--- config.mk ---
export PLATFORM = sky130hd
export DESIGN_NAME = spi_slave_core_flat
export DESIGN_NICKNAME = d
export VERILOG_FILES = /design/src/rtl/spi_pkg.sv /design/src/rtl/spi_slave_core_if.sv /design/src/rtl/spi_slave_core_sync_edge.sv /design/src/rtl/spi_slave_core.sv /design/src/flat_wrapper.sv
export SDC_FILE = /design/constraint.sdc
export NUM_CORES = 1
export LEC_CHECK = 0
export CELL_PAD_IN_SITES_DETAIL_PLACEMENT = 0
export CELL_PAD_IN_SITES_GLOBAL_PLACEMENT = 1
export CORE_ASPECT_RATIO = 0.75
export CORE_MARGIN = 2
export CORE_UTILIZATION = 46
export CTS_BUF_LIST = sky130_fd_sc_hd__clkbuf_8
export CTS_CLUSTER_SIZE = 16
export DETAILED_ROUTE_END_ITERATION = 16
export PLACE_DENSITY_LB_ADDON = 0.1
export RECOVER_POWER = 100
export SLEW_MARGIN = 20
export SYNTH_ARGS = -nofsm -noshare
export SYNTH_HDL_FRONTEND = slang
export SYNTH_SLANG_ARGS = --single-unit
export TNS_END_PERCENT = 30
--- constraint.sdc ---
create_clock -name clk_in -period 2.59 [get_ports clk_in]
set_input_delay 0.259 -clock clk_in [delete_from_list [all_inputs] [get_ports clk_in]]
set_output_delay 0.259 -clock clk_in [all_outputs]
set_load 0.03 [all_outputs]
--- src/rtl/spi_pkg.sv ---
// Shared types and constants for the SPI target engine.
//   spi_state_e     : engine state (idle / selected)
//   SPI_MODE0..3    : {cpol,cpha} encodings of the four SPI modes
//   SPI_SYNC_STAGES : depth of the pin synchronisers
//   sck_lead/trail  : classify a synced sck transition against CPOL
package spi_pkg;

  typedef enum logic {
    SPI_IDLE   = 1'b0,
    SPI_ACTIVE = 1'b1
  } spi_state_e;

  localparam logic [1:0] SPI_MODE0 = 2'b00;
  localparam logic [1:0] SPI_MODE1 = 2'b01;
  localparam logic [1:0] SPI_MODE2 = 2'b10;
  localparam logic [1:0] SPI_MODE3 = 2'b11;

  localparam int SPI_SYNC_STAGES = 2;

  // Leading edge leaves the idle (CPOL) level, trailing edge returns to it.
  function automatic logic sck_lead(input logic cpol, input logic rise, input logic fall);
    return cpol ? fall : rise;
  endfunction

  function automatic logic sck_trail(input logic cpol, input logic rise, input logic fall);
    return cpol ? rise : fall;
  endfunction

endpackage

--- src/rtl/spi_slave_core_if.sv ---
// Host-side word interface of the SPI target.
//   tx_data_in/tx_valid_in/tx_ready_out : TX holding-register write handshake
//   rx_data_out/rx_valid_out            : received word plus one-cycle strobe
//   tx_underrun_out                     : word started with no TX data
// Modports: slave = the core, master = the register/FIFO side.
interface spi_slave_core_if #(
  parameter int DATA_WIDTH = 8
);
  logic [DATA_WIDTH-1:0] tx_data_in;
  logic                  tx_valid_in;
  logic                  tx_ready_out;
  logic [DATA_WIDTH-1:0] rx_data_out;
  logic                  rx_valid_out;
  logic                  tx_underrun_out;

  modport slave (
    input  tx_data_in, tx_valid_in,
    output tx_ready_out, rx_data_out, rx_valid_out, tx_underrun_out
  );

  modport master (
    output tx_data_in, tx_valid_in,
    input  tx_ready_out, rx_data_out, rx_valid_out, tx_underrun_out
  );
endinterface

--- src/rtl/spi_slave_core_sync_edge.sv ---
// Pin synchroniser with registered edge pulses.
//   clk_in, rstn_in : system clock, async active-low reset
//   async_in        : asynchronous pin
//   rise_out        : one-cycle pulse on a synced 0->1 transition
//   fall_out        : one-cycle pulse on a synced 1->0 transition
// RST_VAL is the idle level of the pin so that reset release does not
// fabricate an edge.
module spi_sync_edge
  import spi_pkg::*;
#(
  parameter logic RST_VAL = 1'b0
) (
  input  logic clk_in,
  input  logic rstn_in,
  input  logic async_in,
  output logic rise_out,
  output logic fall_out
);

  logic [SPI_SYNC_STAGES-1:0] sync_q;
  logic                       hist_q;
  logic                       sync_s;

  assign sync_s = sync_q[SPI_SYNC_STAGES-1];

  always_ff @(posedge clk_in or negedge rstn_in) begin
    if (!rstn_in) begin
      sync_q   <= {SPI_SYNC_STAGES{RST_VAL}};
      hist_q   <= RST_VAL;
      rise_out <= 1'b0;
      fall_out <= 1'b0;
    end else begin
      sync_q   <= {sync_q[SPI_SYNC_STAGES-2:0], async_in};
      hist_q   <= sync_s;
      rise_out <= sync_s & ~hist_q;
      fall_out <= ~sync_s & hist_q;
    end
  end

endmodule

--- src/rtl/spi_slave_core.sv ---
// SPI target engine: oversamples sck/ss_n/mosi in the clk_in domain,
// deserialises mosi into words and serialises a host word onto miso,
// in any of the four CPOL/CPHA modes.
//   clk_in, rstn_in     : system clock (>= 8x sck), async active-low reset
//   sck_in, ss_n_in     : SPI clock and select from the master (async)
//   mosi_in, miso_out   : serial data in / out
//   miso_oe_out         : miso driver enable, high while selected
//   cpol_in, cpha_in    : mode, latched at select
//   busy_out            : high while selected
//   host                : TX/RX word handshake (spi_slave_core_if.slave)
module spi_slave_core
  import spi_pkg::*;
#(
  parameter int DATA_WIDTH = 8,
  parameter int MSB_FIRST  = 1
) (
  input  logic clk_in,
  input  logic rstn_in,
  input  logic sck_in,
  input  logic ss_n_in,
  input  logic mosi_in,
  output logic miso_out,
  output logic miso_oe_out,
  input  logic cpol_in,
  input  logic cpha_in,
  output logic busy_out,
  spi_slave_core_if.slave host
);

  localparam int CNT_W = $clog2(DATA_WIDTH);
  localparam logic [CNT_W-1:0] LAST_BIT = CNT_W'(DATA_WIDTH - 1);

  // ---------------- pin synchronisation ----------------
  logic sck_rise, sck_fall, ss_rise, ss_fall;

  spi_sync_edge #(.RST_VAL(1'b0)) u_sck_sync (
    .clk_in(clk_in), .rstn_in(rstn_in), .async_in(sck_in),
    .rise_out(sck_rise), .fall_out(sck_fall)
  );

  spi_sync_edge #(.RST_VAL(1'b1)) u_ss_sync (
    .clk_in(clk_in), .rstn_in(rstn_in), .async_in(ss_n_in),
    .rise_out(ss_rise), .fall_out(ss_fall)
  );

  // mosi gets the same depth as the sck edge pulse so the sampled bit is
  // the one present at the pin when sck moved.
  logic [SPI_SYNC_STAGES-1:0] mosi_sync_q;
  logic                       mosi_d;

  always_ff @(posedge clk_in or negedge rstn_in) begin
    if (!rstn_in) begin
      mosi_sync_q <= '0;
      mosi_d      <= 1'b0;
    end else begin
      mosi_sync_q <= {mosi_sync_q[SPI_SYNC_STAGES-2:0], mosi_in};
      mosi_d      <= mosi_sync_q[SPI_SYNC_STAGES-1];
    end
  end

  // ---------------- state ----------------
  spi_state_e            state_q, state_d;
  logic                  cpol_q, cpha_q;
  logic [DATA_WIDTH-1:0] tx_shift_q, rx_shift_q, hold_q, rx_shift_nxt;
  logic                  hold_vld_q, reload_pend_q;
  logic [CNT_W-1:0]      bit_cnt_q;

  logic active_edges, sample_evt, shift_evt, word_done;
  logic select_evt, load_evt, advance_evt, accept, tx_head;

  // Edges arriving with ss_n rising belong to a transfer that is ending.
  assign active_edges = (state_q == SPI_ACTIVE) && !ss_rise;
  assign sample_evt   = active_edges &&
                        (cpha_q ? sck_trail(cpol_q, sck_rise, sck_fall)
                                : sck_lead(cpol_q, sck_rise, sck_fall));
  assign shift_evt    = active_edges &&
                        (cpha_q ? sck_lead(cpol_q, sck_rise, sck_fall)
                                : sck_trail(cpol_q, sck_rise, sck_fall));
  assign word_done    = sample_evt && (bit_cnt_q == LAST_BIT);
  assign select_evt   = (state_q == SPI_IDLE) && ss_fall;

  // CPHA=0 needs the next head bit before the next leading edge, so it
  // reloads on completion; CPHA=1 defers to the following shift edge.
  assign load_evt     = select_evt || (word_done && !cpha_q) ||
                        (shift_evt && reload_pend_q);
  // A shift edge before any sample of the word (CPHA=1 first leading edge,
  // CPHA=0 trailing edge after completion) leaves the head bit alone.
  assign advance_evt  = shift_evt && !reload_pend_q && (bit_cnt_q != '0);

  assign host.tx_ready_out = !hold_vld_q || load_evt;
  assign accept            = host.tx_valid_in && host.tx_ready_out;

  assign rx_shift_nxt = (MSB_FIRST != 0) ? {rx_shift_q[DATA_WIDTH-2:0], mosi_d}
                                         : {mosi_d, rx_shift_q[DATA_WIDTH-1:1]};
  assign tx_head      = (MSB_FIRST != 0) ? tx_shift_q[DATA_WIDTH-1] : tx_shift_q[0];

  // ---------------- FSM ----------------
  always_ff @(posedge clk_in or negedge rstn_in) begin
    if (!rstn_in) state_q <= SPI_IDLE;
    else          state_q <= state_d;
  end

  always_comb begin
    state_d = state_q;
    case (state_q)
      SPI_IDLE:   if (ss_fall) state_d = SPI_ACTIVE;
      SPI_ACTIVE: if (ss_rise) state_d = SPI_IDLE;
      default:    state_d = SPI_IDLE;
    endcase
  end

  always_comb begin
    busy_out    = 1'b0;
    miso_oe_out = 1'b0;
    miso_out    = 1'b0;
    if (state_q == SPI_ACTIVE) begin
      busy_out    = 1'b1;
      miso_oe_out = 1'b1;
      miso_out    = tx_head;
    end
  end

  // ---------------- datapath ----------------
  always_ff @(posedge clk_in or negedge rstn_in) begin
    if (!rstn_in) begin
      cpol_q               <= 1'b0;
      cpha_q               <= 1'b0;
      tx_shift_q           <= '0;
      rx_shift_q           <= '0;
      hold_q               <= '0;
      hold_vld_q           <= 1'b0;
      reload_pend_q        <= 1'b0;
      bit_cnt_q            <= '0;
      host.rx_data_out     <= '0;
      host.rx_valid_out    <= 1'b0;
      host.tx_underrun_out <= 1'b0;
    end else begin
      if (select_evt) begin
        cpol_q <= cpol_in;
        cpha_q <= cpha_in;
      end

      if (load_evt)
        tx_shift_q <= hold_vld_q ? hold_q : '0;
      else if (advance_evt)
        tx_shift_q <= (MSB_FIRST != 0) ? {tx_shift_q[DATA_WIDTH-2:0], 1'b0}
                                       : {1'b0, tx_shift_q[DATA_WIDTH-1:1]};

      // Load drains the register first, so a same-cycle write refills it.
      if (accept) begin
        hold_q     <= host.tx_data_in;
        hold_vld_q <= 1'b1;
      end else if (load_evt) begin
        hold_vld_q <= 1'b0;
      end
      host.tx_underrun_out <= load_evt && !hold_vld_q;

      if (select_evt)                 reload_pend_q <= 1'b0;
      else if (word_done && cpha_q)   reload_pend_q <= 1'b1;
      else if (shift_evt)             reload_pend_q <= 1'b0;

      if (select_evt) begin
        bit_cnt_q  <= '0;
        rx_shift_q <= '0;
      end else if (sample_evt) begin
        bit_cnt_q  <= word_done ? '0 : bit_cnt_q + 1'b1;
        rx_shift_q <= rx_shift_nxt;
      end

      host.rx_valid_out <= word_done;
      if (word_done) host.rx_data_out <= rx_shift_nxt;
    end
  end

endmodule

--- src/flat_wrapper.sv ---
// flat-port wrapper written by rule: the top's interface ports become plain ports
module spi_slave_core_flat import spi_pkg::*;
#(
  parameter int DATA_WIDTH = 8,
  parameter int MSB_FIRST  = 1
)
  (clk_in, rstn_in, sck_in, ss_n_in, mosi_in, miso_out, miso_oe_out, cpol_in, cpha_in, busy_out, host_tx_data_in, host_tx_valid_in, host_tx_ready_out, host_rx_data_out, host_rx_valid_out, host_tx_underrun_out);
  spi_slave_core_if #(.DATA_WIDTH(DATA_WIDTH)) host_i ();
  input  logic clk_in;
  input  logic rstn_in;
  input  logic sck_in;
  input  logic ss_n_in;
  input  logic mosi_in;
  output logic miso_out;
  output logic miso_oe_out;
  input  logic cpol_in;
  input  logic cpha_in;
  output logic busy_out;
  input wire logic [$bits(host_i.tx_data_in)-1:0] host_tx_data_in;
  input wire logic [$bits(host_i.tx_valid_in)-1:0] host_tx_valid_in;
  output wire logic [$bits(host_i.tx_ready_out)-1:0] host_tx_ready_out;
  output wire logic [$bits(host_i.rx_data_out)-1:0] host_rx_data_out;
  output wire logic [$bits(host_i.rx_valid_out)-1:0] host_rx_valid_out;
  output wire logic [$bits(host_i.tx_underrun_out)-1:0] host_tx_underrun_out;
  assign host_i.tx_data_in = host_tx_data_in;
  assign host_i.tx_valid_in = host_tx_valid_in;
  assign host_tx_ready_out = host_i.tx_ready_out;
  assign host_rx_data_out = host_i.rx_data_out;
  assign host_rx_valid_out = host_i.rx_valid_out;
  assign host_tx_underrun_out = host_i.tx_underrun_out;
  spi_slave_core #(.DATA_WIDTH(DATA_WIDTH), .MSB_FIRST(MSB_FIRST)) u_core (.clk_in(clk_in), .rstn_in(rstn_in), .sck_in(sck_in), .ss_n_in(ss_n_in), .mosi_in(mosi_in), .miso_out(miso_out), .miso_oe_out(miso_oe_out), .cpol_in(cpol_in), .cpha_in(cpha_in), .busy_out(busy_out), .host(host_i));
endmodule
==> Word level (Yosys, flattened, before mapping) <==
Index checks and enable logic that the tools add are counted.
{ "op_classes": {"n_addsub": 1, "eq_ne": 1, "muxes": 22, "bitwise": 9, "n_reduce_logical": 24} }
{ "ops": {"columns": ["cell", "count"], "rows": [
  ["8-bit two-way mux", 3],
  ["7-bit two-way mux", 2],
  ["1-bit two-way mux", 13],
  ["1-bit logical AND", 12],
  ["3-bit two-way mux", 3],
  ["2-bit nonzero test", 3],
  ["3-bit nonzero test", 2],
  ["1-bit NOT", 5],
  ["1-bit bitwise AND", 4],
  ["1-bit logical NOT", 4],
  ["3-bit by 1-bit adder with 3-bit output, second input constant", 1],
  ["3-bit == test, second input constant", 1],
  ["1-bit logical OR", 3],
  ["1-bit one-hot mux with 2 select lines", 1]
]} }
{ "word_totals": {"regBits": 54, "inputBits": 16, "output_inout_bits": 14, "elab_cells": 79} }

==> Logic depth before layout (Yosys ltp) <==
Gate-level depths: netlist of run 1.
{ "logic_depth": {"ltp_word": 10, "mapped_depth": 7, "mapped_depth_nobuf": 7} }

==> Hierarchy <==
A second synthesis of run 1 with hierarchy kept.
{ "unflattened": {"cells_unflattened": 184, "hier_area_um2": 2294.7} }
{ "modules_own_cells": {"columns": ["mod", "n_inst", "cells_each", "area_per_inst_um2", "seq_area_each_um2"], "rows": [
  ["spi_slave_core", 1, 170, 2010.7, 1101.1],
  ["spi_sync_edge at u_core.u_ss_sync", 1, 7, 143.9, 128.9],
  ["spi_sync_edge at u_core.u_sck_sync", 1, 7, 140.1, 125.1]
]} }

==> Worst setup path after synthesis of run 1 <==
Ideal clock, no wire load.
{ "synth_path": {"path_kind": "register to output", "start": "reg u_core.bit_cnt_q[0]", "end": "out host_tx_ready_out", "t_arrival_ns": 2.009, "required_time_ns": 2.331, "path_slack_ns": 0.322, "path_stages_with_launch": 8, "n_path_buf": 0, "cell_sequence": "dfrtp_1 ha_1 ha_1 mux2_1 a32oi_1 a22oi_2 nor2_4 nand2_1"} }
{ "synth_via": {"elab_chain_len": 6} }
{ "synth_lines": {"columns": ["element", "line_no", "rtl"], "rows": [
  ["from (decl)", "spi_slave_core.sv:66", "logic [CNT_W-1:0] bit_cnt_q;"],
  ["from (signal assigned)", "spi_slave_core.sv:166", "bit_cnt_q <= word_done ? '0 : bit_cnt_q + 1'b1;"],
  ["3-bit == test", "spi_slave_core.sv:79", "assign word_done = sample_evt && (bit_cnt_q == LAST_BIT);"],
  ["1-bit logical AND", "spi_slave_core.sv:79", null],
  ["1-bit logical AND", "spi_slave_core.sv:84", "assign load_evt = select_evt || (word_done && !cpha_q) ||"],
  ["1-bit logical OR (2 in series)", "spi_slave_core.sv:84", null],
  ["1-bit logical OR", "spi_slave_core.sv:90", "assign host.tx_ready_out = !hold_vld_q || load_evt;"],
  ["to (decl)", "flat_wrapper.sv:21", "output wire logic [$bits(host_i.tx_ready_out)-1:0] host_tx_ready_out;"]
]} }
No other way between the ends.

==> Final worst setup path of run 1 <==
{ "layout_path": {"start": "reg u_core.bit_cnt_q[0]", "end": "reg u_core.hold_q[6]"} }
{ "layout_via": {"elab_chain_len": 7} }
{ "layout_lines": {"columns": ["element", "line_no", "rtl"], "rows": [
  ["3-bit == test", "spi_slave_core.sv:79", null],
  ["1-bit logical AND", "spi_slave_core.sv:79", null],
  ["1-bit logical AND", "spi_slave_core.sv:84", null],
  ["1-bit logical OR (2 in series)", "spi_slave_core.sv:84", null],
  ["1-bit logical OR", "spi_slave_core.sv:90", null],
  ["1-bit logical AND", "spi_slave_core.sv:91", "assign accept = host.tx_valid_in && host.tx_ready_out;"],
  ["to (signal assigned)", "spi_slave_core.sv:151", "hold_q <= host.tx_data_in;"],
  ["to (decl)", "spi_slave_core.sv:64", "logic [DATA_WIDTH-1:0] tx_shift_q, rx_shift_q, hold_q, rx_shift_nxt;"]
]} }
No other way between the ends.
A chain may end at the register's enable or synchronous reset.

==> results.sh, run 1 <==
export IMPL_status="completed"
export IMPL_worstSetupStartpointType="flip-flop"
export IMPL_synth_area_leaders="dfrtp_1 (58%), mux2i_1 (11%), mux2_2 (8.2%)"
export IMPL_topRoutingLayerUsed="met4"
export IMPL_die_y_um=64.01
export IMPL_relSlewSlack=0.3358
export IMPL_diodes=0
export IMPL_drt_pass1_iterations=4
export IMPL_finalNetCount=223
export IMPL_clockBufferDepth=2
export IMPL_via_count=1319
export IMPL_path_class="reg2reg"
export IMPL_fp_dieW_um=84.01
export IMPL_ant_nets=0
export IMPL_grt_max_degree=42
export IMPL_finalCritPeriodShare=0.9385
export IMPL_path_max_fanout=8
export IMPL_finalCriticalPeriod_ns=2.431
export IMPL_pin_count=30
export IMPL_worstMarginPinSlew_ns=0.9963
export IMPL_grt_overflow=0
export IMPL_cts_buffers=5
export IMPL_hold_viol_final=0
export IMPL_core_area_um2=4546
export IMPL_wl_met2_mm=1.658
export IMPL_hpwl_mm=2.669
export IMPL_wl_met1_mm=1.792
export IMPL_wirelength_mm=3.679
export IMPL_place_ws_ns=0.02931
export IMPL_crit_arrival_ns=2.62
export IMPL_gp_congestion=0.8015
export IMPL_finalClockSkew_ns=0.004490
export IMPL_drcViolationCount=0
export IMPL_grt_pass1_vias=1457
export IMPL_drive_gt1_frac=0.1805
export IMPL_synth_nets=187
export IMPL_finalSetupViolCount=0
export IMPL_tns_ns=0
export IMPL_crit_path_end_kind="flip-flop"
export IMPL_max_freq_ghz=0.4114
export IMPL_grt_pass1_wl_mm=6.672
export IMPL_synth_cell_types=30
export IMPL_final_cell_area_um2=2648
export IMPL_netlist_area_leader_share=0.5779
export IMPL_postSynthAreaPerCell_um2=13.15
export IMPL_powerDensity_nw_per_um2=779.3
export IMPL_final_cell_mix="dfrtp_1 (51), mux2i_1 (24), nand2_1 (20)"
export IMPL_antenna_found_initial=0
export IMPL_hold_class="reg2reg"
export IMPL_fp_row_count=21
export IMPL_wl_per_cell_um=14.04
export IMPL_slowest_stage="dfrtp_1"
export IMPL_tritoncts="done"
export IMPL_crit_chain="ha_1 -> ha_1 -> mux2_1 -> a32oi_1 -> a22oi_2 -> clkbuf_2 -> o21ai_4 -> mux2_2"
export IMPL_clk_pin_slew_worst_paths_ns=0.09
export IMPL_cap_viol_max_count=0
export IMPL_clock_sinks=54
export IMPL_synth_top_area_cell="dfrtp_1"
export IMPL_initial_core_util=0.4858
export IMPL_fill_cells=378
export IMPL_die_area_um2=5377
export IMPL_fin_ws_ns=0.1592
export IMPL_synthToLayoutAreaGrowth_pct=19.89
export IMPL_clk_latency_ns=0.30
export IMPL_io_buffers=29
export IMPL_cts_root_buf="clkbuf_8"
export IMPL_drtIter0Drc=73
export IMPL_max_stage_delay_ns=0.43
export IMPL_rsz0062_at_grt="false"
export IMPL_yosysWarnings=0
export IMPL_final_cells=262
export IMPL_drv_slew=0
export IMPL_routed_via_density=5.034
export IMPL_required_ns=2.78
export IMPL_place_area_um2=2567
export IMPL_htree_levels=2
export IMPL_seq_area_frac_synth=0.6136
export IMPL_synth_seq_cells=54
export IMPL_path_common_cell="ha_1"
export IMPL_syn_area_um2=2208
export IMPL_dpl_cell_count=253
export IMPL_synthCells=168
export IMPL_layout_commonest_cell="dfrtp_1"
export IMPL_wl_met3_um=177
export IMPL_peakVddDrop_v=0.0003926
export IMPL_p_leak_nw=1.322
export IMPL_track_usage=0.1586
## path summary, 6_finish.rpt
check	slack, ns	startpoint	depth (start not counted)	endpoint
worst max-delay path	0.16	u_core.bit_cnt_q[0]	8	u_core.hold_q[6]
worst min-delay path	0.36	u_core.u_sck_sync.sync_q[0]	0	u_core.u_sck_sync.sync_q[1]
worst max register to register	0.16	u_core.bit_cnt_q[0]	8	u_core.hold_q[6]
worst min register to register	0.36	u_core.u_sck_sync.sync_q[0]	0	u_core.u_sck_sync.sync_q[1]
max in group asynchronous	0.67	rstn_in	3	u_core.reload_pend_q
min in group asynchronous	0.51	rstn_in	2	u_core.host.rx_data_out[3]
## power breakdown
part | leakage, nW | internal [mW] | switching (mW)
Sequential | 0.683 | 1.01 | 0.115
Combinational | 0.595 | 0.243 | 0.242
Clock | 0.0441 | 0.190 | 0.267
## metrics by stage
step                utilization  power [mW]  hold WS (ns)
global placement         0.5648       1.616        0.1526
CTS                      0.5871       2.117        0.3397
floorplan                     -       1.480      -0.03659
detailed placement       0.5648       1.653        0.1597
global route             0.5824       2.215        0.3612
finish                   0.5824       2.063        0.3565
## area by class of cell
class | count | area, um^2 | share of cell area
Sequential cell | 54 | 1355 | 0.5118
Multi-Input combinational cell | 105 | 802.0 | 0.3029
Tap cell | 57 | 71.32 | 0.02694
Inverter | 3 | 11.26 | 0.004253
Clock inverter | 3 | 21.27 | 0.008034
Clock buffer | 5 | 68.82 | 0.02599
Timing Repair Buffer | 35 | 317.8 | 0.1200
## cells by family after synthesis
| kind of cell | synth area share |
|---|---|
| adders and majority gates | 0.01700 |
| and+or+nand+nor | 0.1048 |
| DFF | 0.6136 |
| muxes | 0.1955 |
| xor gates and xnor gates | 0.007367 |
| buffers and inverters | 0.02096 |
| AOI/OAI and AO/OA | 0.04079 |
## critical path: cells and delay by family, from the launching register on
| family | cells | cell delay (ns) |
|---|---|---|
| compound gates | 3 | 0.64 |
| fa+ha+maj | 2 | 0.42 |
| mux | 2 | 0.69 |
| flops | 1 | 0.43 |
| buf+inv | 1 | 0.15 |
## sequential cells by signal, indices dropped and copies added, names as in the netlist, 2 cells and up
register                  cells
u_core.hold_q                 8
u_core.u_sck_sync.sync_q      2
u_core.host.rx_data_out       8
u_core.mosi_sync_q            2
u_core.u_ss_sync.sync_q       2
u_core.tx_shift_q             8
u_core.rx_shift_q             7
u_core.bit_cnt_q              3
## Yosys cell counts
| cell type | n |
|---|---|
| a21oi_1 | 5 |
| a22oi_2 | 1 |
| a32oi_1 | 1 |
| and2_1 | 1 |
| and2b_1 | 1 |
| and4bb_2 | 1 |
| buf_2 | 1 |
| buf_4 | 1 |
| buf_6 | 1 |
| clkbuf_1 | 3 |
| dfrtp_1 | 51 |
| dfstp_2 | 3 |
| ha_1 | 3 |
| inv_1 | 3 |
| mux2_1 | 1 |
| mux2_2 | 16 |
| mux2i_1 | 24 |
| nand2_1 | 20 |
| nand2_2 | 1 |
| nand2b_1 | 2 |
| nand3_1 | 2 |
| nand3b_1 | 1 |
| nor2_1 | 10 |
| nor2_4 | 1 |
| nor2b_1 | 6 |
| o21ai_0 | 4 |
| o21ai_4 | 1 |
| o21bai_1 | 1 |
| or4_1 | 1 |
| xnor2_2 | 1 |
## what timing repair did
item,4_1_cts,5_1_grt
endpoints found under the setup margin,1,1
gates resized for setup,3,2
hold endpoints to repair,12,0
buffers inserted,0,0
hold buffers,1,0
## metal layers
| metal | global-route usage | vias up |
|---|---|---|
| met5 | 0 | - |
| met2 | 0.2430 | 27 |
| met4 | 0.05847 | 0 |
| li1 | - | 637 |
| met1 | 0.2192 | 648 |
| met3 | 0.04264 | 7 |
(Power assumes the default switching activity.)
==> run 2: changes to the inputs <==
Settings changed: PLACE_DENSITY_LB_ADDON 0.1 to 0.08.
==> run 2 against run 1 <==
Maximum frequency down 1.2%. Combinational power down 0.8%. Register-to-register slack worse by 0.03 ns. Count of clock-buffer cells in the layout unchanged. First-iteration DRC count down 45%. Highest routed layer unchanged. Utilization up 0.33 points. Critical path type unchanged.
==> results.sh, run 2 (synthesis results as in run 1) <==
export IMPL_finalCriticalPeriod_ns=2.460
export IMPL_path_class="reg2reg"
export IMPL_clock_sinks=54
export IMPL_peakVddDrop_v=0.0003937
export IMPL_drv_slew=0
export IMPL_dpl_cell_count=253
export IMPL_finalCritPeriodShare=0.9497
export IMPL_relSlewSlack=0.3626
export IMPL_htree_levels=2
export IMPL_tritoncts="done"
export IMPL_cts_root_buf="clkbuf_8"
export IMPL_fp_row_count=21
export IMPL_die_area_um2=5377
export IMPL_diodes=0
export IMPL_clockBufferDepth=2
export IMPL_crit_path_end_kind="flip-flop"
export IMPL_io_buffers=29
export IMPL_worstMarginPinSlew_ns=0.9560
export IMPL_rsz0062_at_grt="false"
export IMPL_whs_ns=0.3544
export IMPL_gp_congestion=0.8465
export IMPL_required_ns=2.79
export IMPL_pin_count=30
export IMPL_cts_setup_buffers=0
export IMPL_fp_dieW_um=84.01
export IMPL_grt_max_degree=38
export IMPL_finalNetCount=223
export IMPL_grt_overflow=0
export IMPL_wirelength_mm=3.647
export IMPL_clk_latency_ns=0.31
export IMPL_hpwl_mm=2.622
export IMPL_seq_area_um2=1355
export IMPL_p_leak_nw=1.334
export IMPL_p_total_mw=2.151
export IMPL_drive_gt1_frac=0.1659
export IMPL_worstSetupStartpointType="flip-flop"
export IMPL_reg_top3="u_core.hold_q x8, u_core.host.rx_data_out x8, u_core.tx_shift_q x8"
export IMPL_drt_pass1_iterations=4
export IMPL_tns_ns=0
export IMPL_grt_pass1_wl_mm=6.417
export IMPL_synthToLayoutAreaGrowth_pct=20.57
export IMPL_path_max_fanout=8
export IMPL_grt_pass1_vias=1385
export IMPL_hold_viol_final=0
export IMPL_routed_via_density=5.111
export IMPL_max_freq_ghz=0.4065
export IMPL_drtIter0Drc=40
export IMPL_antenna_found_initial=0
export IMPL_layout_commonest_cell="dfrtp_1"
export IMPL_finalClockSkew_ns=0.01089
export IMPL_drcViolationCount=0
export IMPL_via_count=1339
export IMPL_powerDensity_nw_per_um2=808.0
export IMPL_cap_viol_max_count=0
export IMPL_finalSetupViolCount=0
export IMPL_core_area_um2=4546
export IMPL_crit_arrival_ns=2.66
export IMPL_multi_input_area_um2=797.0
export IMPL_status="completed"
export IMPL_final_cell_mix="dfrtp_1 (51), mux2i_1 (24), nand2_1 (20)"
export IMPL_final_cells=262
export IMPL_fill_cells=394
export IMPL_track_usage=0.1559
export IMPL_initial_core_util=0.4858
export IMPL_wl_per_cell_um=13.92
export IMPL_ant_nets=0
export IMPL_clk_pin_slew_worst_paths_ns=0.10
export IMPL_die_y_um=64.01
export IMPL_cts_buffers=5
export IMPL_hold_class="reg2reg"
[run 2: area by class of cell]
class	count	area share
inverter	3	0.004229
sequential	54	0.5089
multi-input combinational	105	0.2993
timing repair buffer	35	0.1189
clock inverter	3	0.01598
clock buffer	5	0.02585
tap	57	0.02679
[run 2: path summary, 6_finish.rpt]
kind,startpoint,end,cells after the start,slack [ns]
min in group asynchronous,rstn_in,u_core.tx_shift_q[4],2,0.62
max in group asynchronous,rstn_in,u_core.host.rx_data_out[7],3,0.59
worst max-delay path,u_core.bit_cnt_q[0],u_core.hold_q[1],8,0.13
worst max register to register,u_core.bit_cnt_q[0],u_core.hold_q[1],8,0.13
worst min-delay path,u_core.mosi_sync_q[1],u_core.mosi_d,0,0.35
worst min register to register,u_core.mosi_sync_q[1],u_core.mosi_d,0,0.35
[run 2: layer usage]
layer	global-route usage	up-vias	wire (um)
met5	0	-	0
met4	0.06653	0	67
met3	0.04264	7	146
met2	0.2420	25	1699
met1	0.2086	666	1734
li1	-	641	-
[run 2: power by group]
| part | leakage (nW) | switching (mW) | internal [mW] |
|---|---|---|---|
| registers | 0.683 | 0.111 | 1.01 |
| logic | 0.591 | 0.240 | 0.241 |
| clock network | 0.0595 | 0.266 | 0.286 |
| total | 1.33 | 0.618 | 1.53 |
[run 2: worst max-delay path: stages (launching register included)]
cell      delay, ns
dfrtp_1        0.42
ha_1           0.22
ha_1           0.19
mux2_1         0.31
a32oi_1        0.20
a22oi_1        0.15
clkbuf_1       0.17
o21ai_4        0.32
mux2_2         0.38
[run 2: what timing repair did]
| item | in CTS | in global routing |
|---|---|---|
| hold endpoints to repair | 17 | 0 |
| pin swaps | 0 | 0 |
| hold buffers | 1 | 0 |
| resized for setup | 3 | 2 |
| endpoints found under the setup margin | 1 | 1 |
[run 2: stage by stage]
step           setup slack, ns  area (um^2)  utilization
4_1_cts                0.03555         2690       0.5918
5_1_grt                0.04138         2663       0.5857
3_3_place_gp           0.08932         2567       0.5648
2_1_floorplan           0.3218         2208            -
3_5_place_dp           0.05135         2567       0.5648
6_report                0.1301         2663       0.5857
==> run 3: changes to the inputs <==
Settings changed: CORE_UTILIZATION 46 to 50, DONT_BUFFER_PORTS set to 1, GPL_TIMING_DRIVEN set to 1.
==> run 3 against run 2 <==
Global-route usage up 1.3 points. Highest routed layer unchanged. Worst hold slack worse by 0.29 ns. Maximum frequency up 3.3%. Largest power group unchanged.
==> results.sh, run 3 (synthesis results as in run 1) <==
export IMPL_status="completed"
export IMPL_grt_max_degree=55
export IMPL_track_usage=0.1691
export IMPL_antenna_found_initial=0
export IMPL_die_area_um2=4970
export IMPL_p_total_mw=2.066
export IMPL_cts_root_buf="clkbuf_8"
export IMPL_hold_class="in2reg"
export IMPL_grt_overflow=0
export IMPL_path_max_fanout=5
export IMPL_p_leak_nw=1.187
export IMPL_powerDensity_nw_per_um2=858.3
export IMPL_fill_cells=360
export IMPL_worstSetupStartpointType="flip-flop"
export IMPL_p_switching_mw=0.6270
export IMPL_hpwl_mm=2.543
export IMPL_tns_ns=0
export IMPL_finalCriticalPeriod_ns=2.382
export IMPL_finalCoreUtilization=0.5795
export IMPL_initial_core_util=0.5316
export IMPL_synthToLayoutAreaGrowth_pct=9.009
export IMPL_ant_nets=0
export IMPL_place_ws_ns=0.09869
export IMPL_htree_levels=2
export IMPL_drv_slew=0
export IMPL_tritoncts="done"
export IMPL_power_share_combinational=0.217
export IMPL_grt_pass1_wl_mm=6.182
export IMPL_clockBufferDepth=2
export IMPL_finalCritPeriodShare=0.9198
export IMPL_wirelength_mm=3.583
export IMPL_drt_pass1_iterations=4
export IMPL_internal_power_mw=1.439
export IMPL_finalClockSkew_ns=0.004921
export IMPL_pin_count=30
export IMPL_required_ns=2.33
export IMPL_drtIter0Drc=67
export IMPL_layout_commonest_cell="dfrtp_1"
export IMPL_clk_latency_ns=0.30
export IMPL_hold_viol_final=0
export IMPL_rsz0062_at_grt="false"
export IMPL_crit_arrival_ns=2.12
export IMPL_power_frac_seq=0.542
export IMPL_routed_via_density=5.303
export IMPL_finalSetupViolCount=0
export IMPL_fp_dieW_um=80.74
export IMPL_place_area_um2=2265
export IMPL_die_y_um=61.56
export IMPL_cap_viol_max_count=0
export IMPL_p_sw_frac=0.3035
export IMPL_max_freq_ghz=0.4198
export IMPL_drcViolationCount=0
export IMPL_via_count=1241
export IMPL_pwr_share_clk=0.241
export IMPL_cts_buffers=5
export IMPL_peakVddDrop_v=0.0005135
export IMPL_relSlewSlack=0.1471
export IMPL_path_class="reg2out"
export IMPL_gp_congestion=0.8166
export IMPL_finalNetCount=197
export IMPL_io_buffers=0
export IMPL_drive_gt1_frac=0.2011
export IMPL_grt_pass1_vias=1319
export IMPL_crit_path_end_kind="output port"
export IMPL_final_cell_mix="dfrtp_1 (51), mux2i_1 (24), nand2_1 (20)"
export IMPL_wl_per_cell_um=15.31
export IMPL_reg_top3="u_core.hold_q x8, u_core.host.rx_data_out x8, u_core.tx_shift_q x8"
export IMPL_fp_row_count=20
export IMPL_clk_pin_slew_worst_paths_ns=0.09
export IMPL_core_area_um2=4154
export IMPL_fin_ws_ns=0.2078
export IMPL_final_cell_area_um2=2407
export IMPL_worstMarginPinSlew_ns=1.279
export IMPL_diodes=0
export IMPL_clock_sinks=54
==> run 3: through the flow <==
stage               instances  hold WS, ns
CTS                       233      0.06207
floorplan                 168     -0.03659
finish                    234      0.06891
global route              234      0.06969
global placement          220     -0.03549
detailed placement        220     -0.03556
==> run 3: final timing paths <==
kind                            slack [ns]  depth (start not counted)                    end             startpoint
worst max-delay path                  0.21                          7      host_tx_ready_out    u_core.bit_cnt_q[0]
worst min-delay path                  0.07                          1      u_core.hold_vld_q       host_tx_valid_in
worst max register to register        0.24                          7       u_core.hold_q[7]    u_core.bit_cnt_q[0]
worst min register to register        0.36                          0          u_core.mosi_d  u_core.mosi_sync_q[1]
max in group asynchronous             1.05                          2      u_core.hold_vld_q                rstn_in
min in group asynchronous             0.78                          2  u_core.mosi_sync_q[0]                rstn_in
==> run 3: area by class of cell <==
cell class,count,area (um^2),share of cell area
clock inverter,2,17.52,0.007277
sequential,54,1355,0.5629
tap,55,68.82,0.02859
timing repair buffer,9,67.56,0.02807
clock buffer,6,82.58,0.03430
inverter,3,11.26,0.004678
multi-input combinational,105,804.5,0.3342
==> run 3: layer usage <==
metal / part of all wire / global-route usage
met1: 0.50 / 0.2267
met2: 0.45 / 0.2726
met3: 0.037 / 0.04399
met4: 0.015 / 0.06053
met5: 0 / 0
==> run 3: worst max-delay path, stage by stage, from the launching register on <==
cell and delay, ns:
dfrtp_1 0.42, ha_1 0.21, ha_2 0.20, mux2_1 0.31
a32oi_1 0.22, a22oi_2 0.16, nor2_4 0.15, nand2_2 0.15
==> run 3: repair_timing <==
action / CTS / global route
hold endpoints to repair: 57 / 0
setup endpoints to repair: 1 / 1
buffers inserted: 0 / 1
hold buffers: 5 / 0
pin swaps: 0 / 2
gates resized for setup: 1 / 1
==> run 3: power groups by stage <==
stage,combinational (mW),clock [mW],sequential [mW]
6_report,0.449,0.498,1.12
5_1_grt,0.516,0.551,1.14
4_1_cts,0.465,0.511,1.12
3_5_place_dp,0.435,0,1.14
3_3_place_gp,0.416,0,1.13
2_1_floorplan,0.372,0,1.11
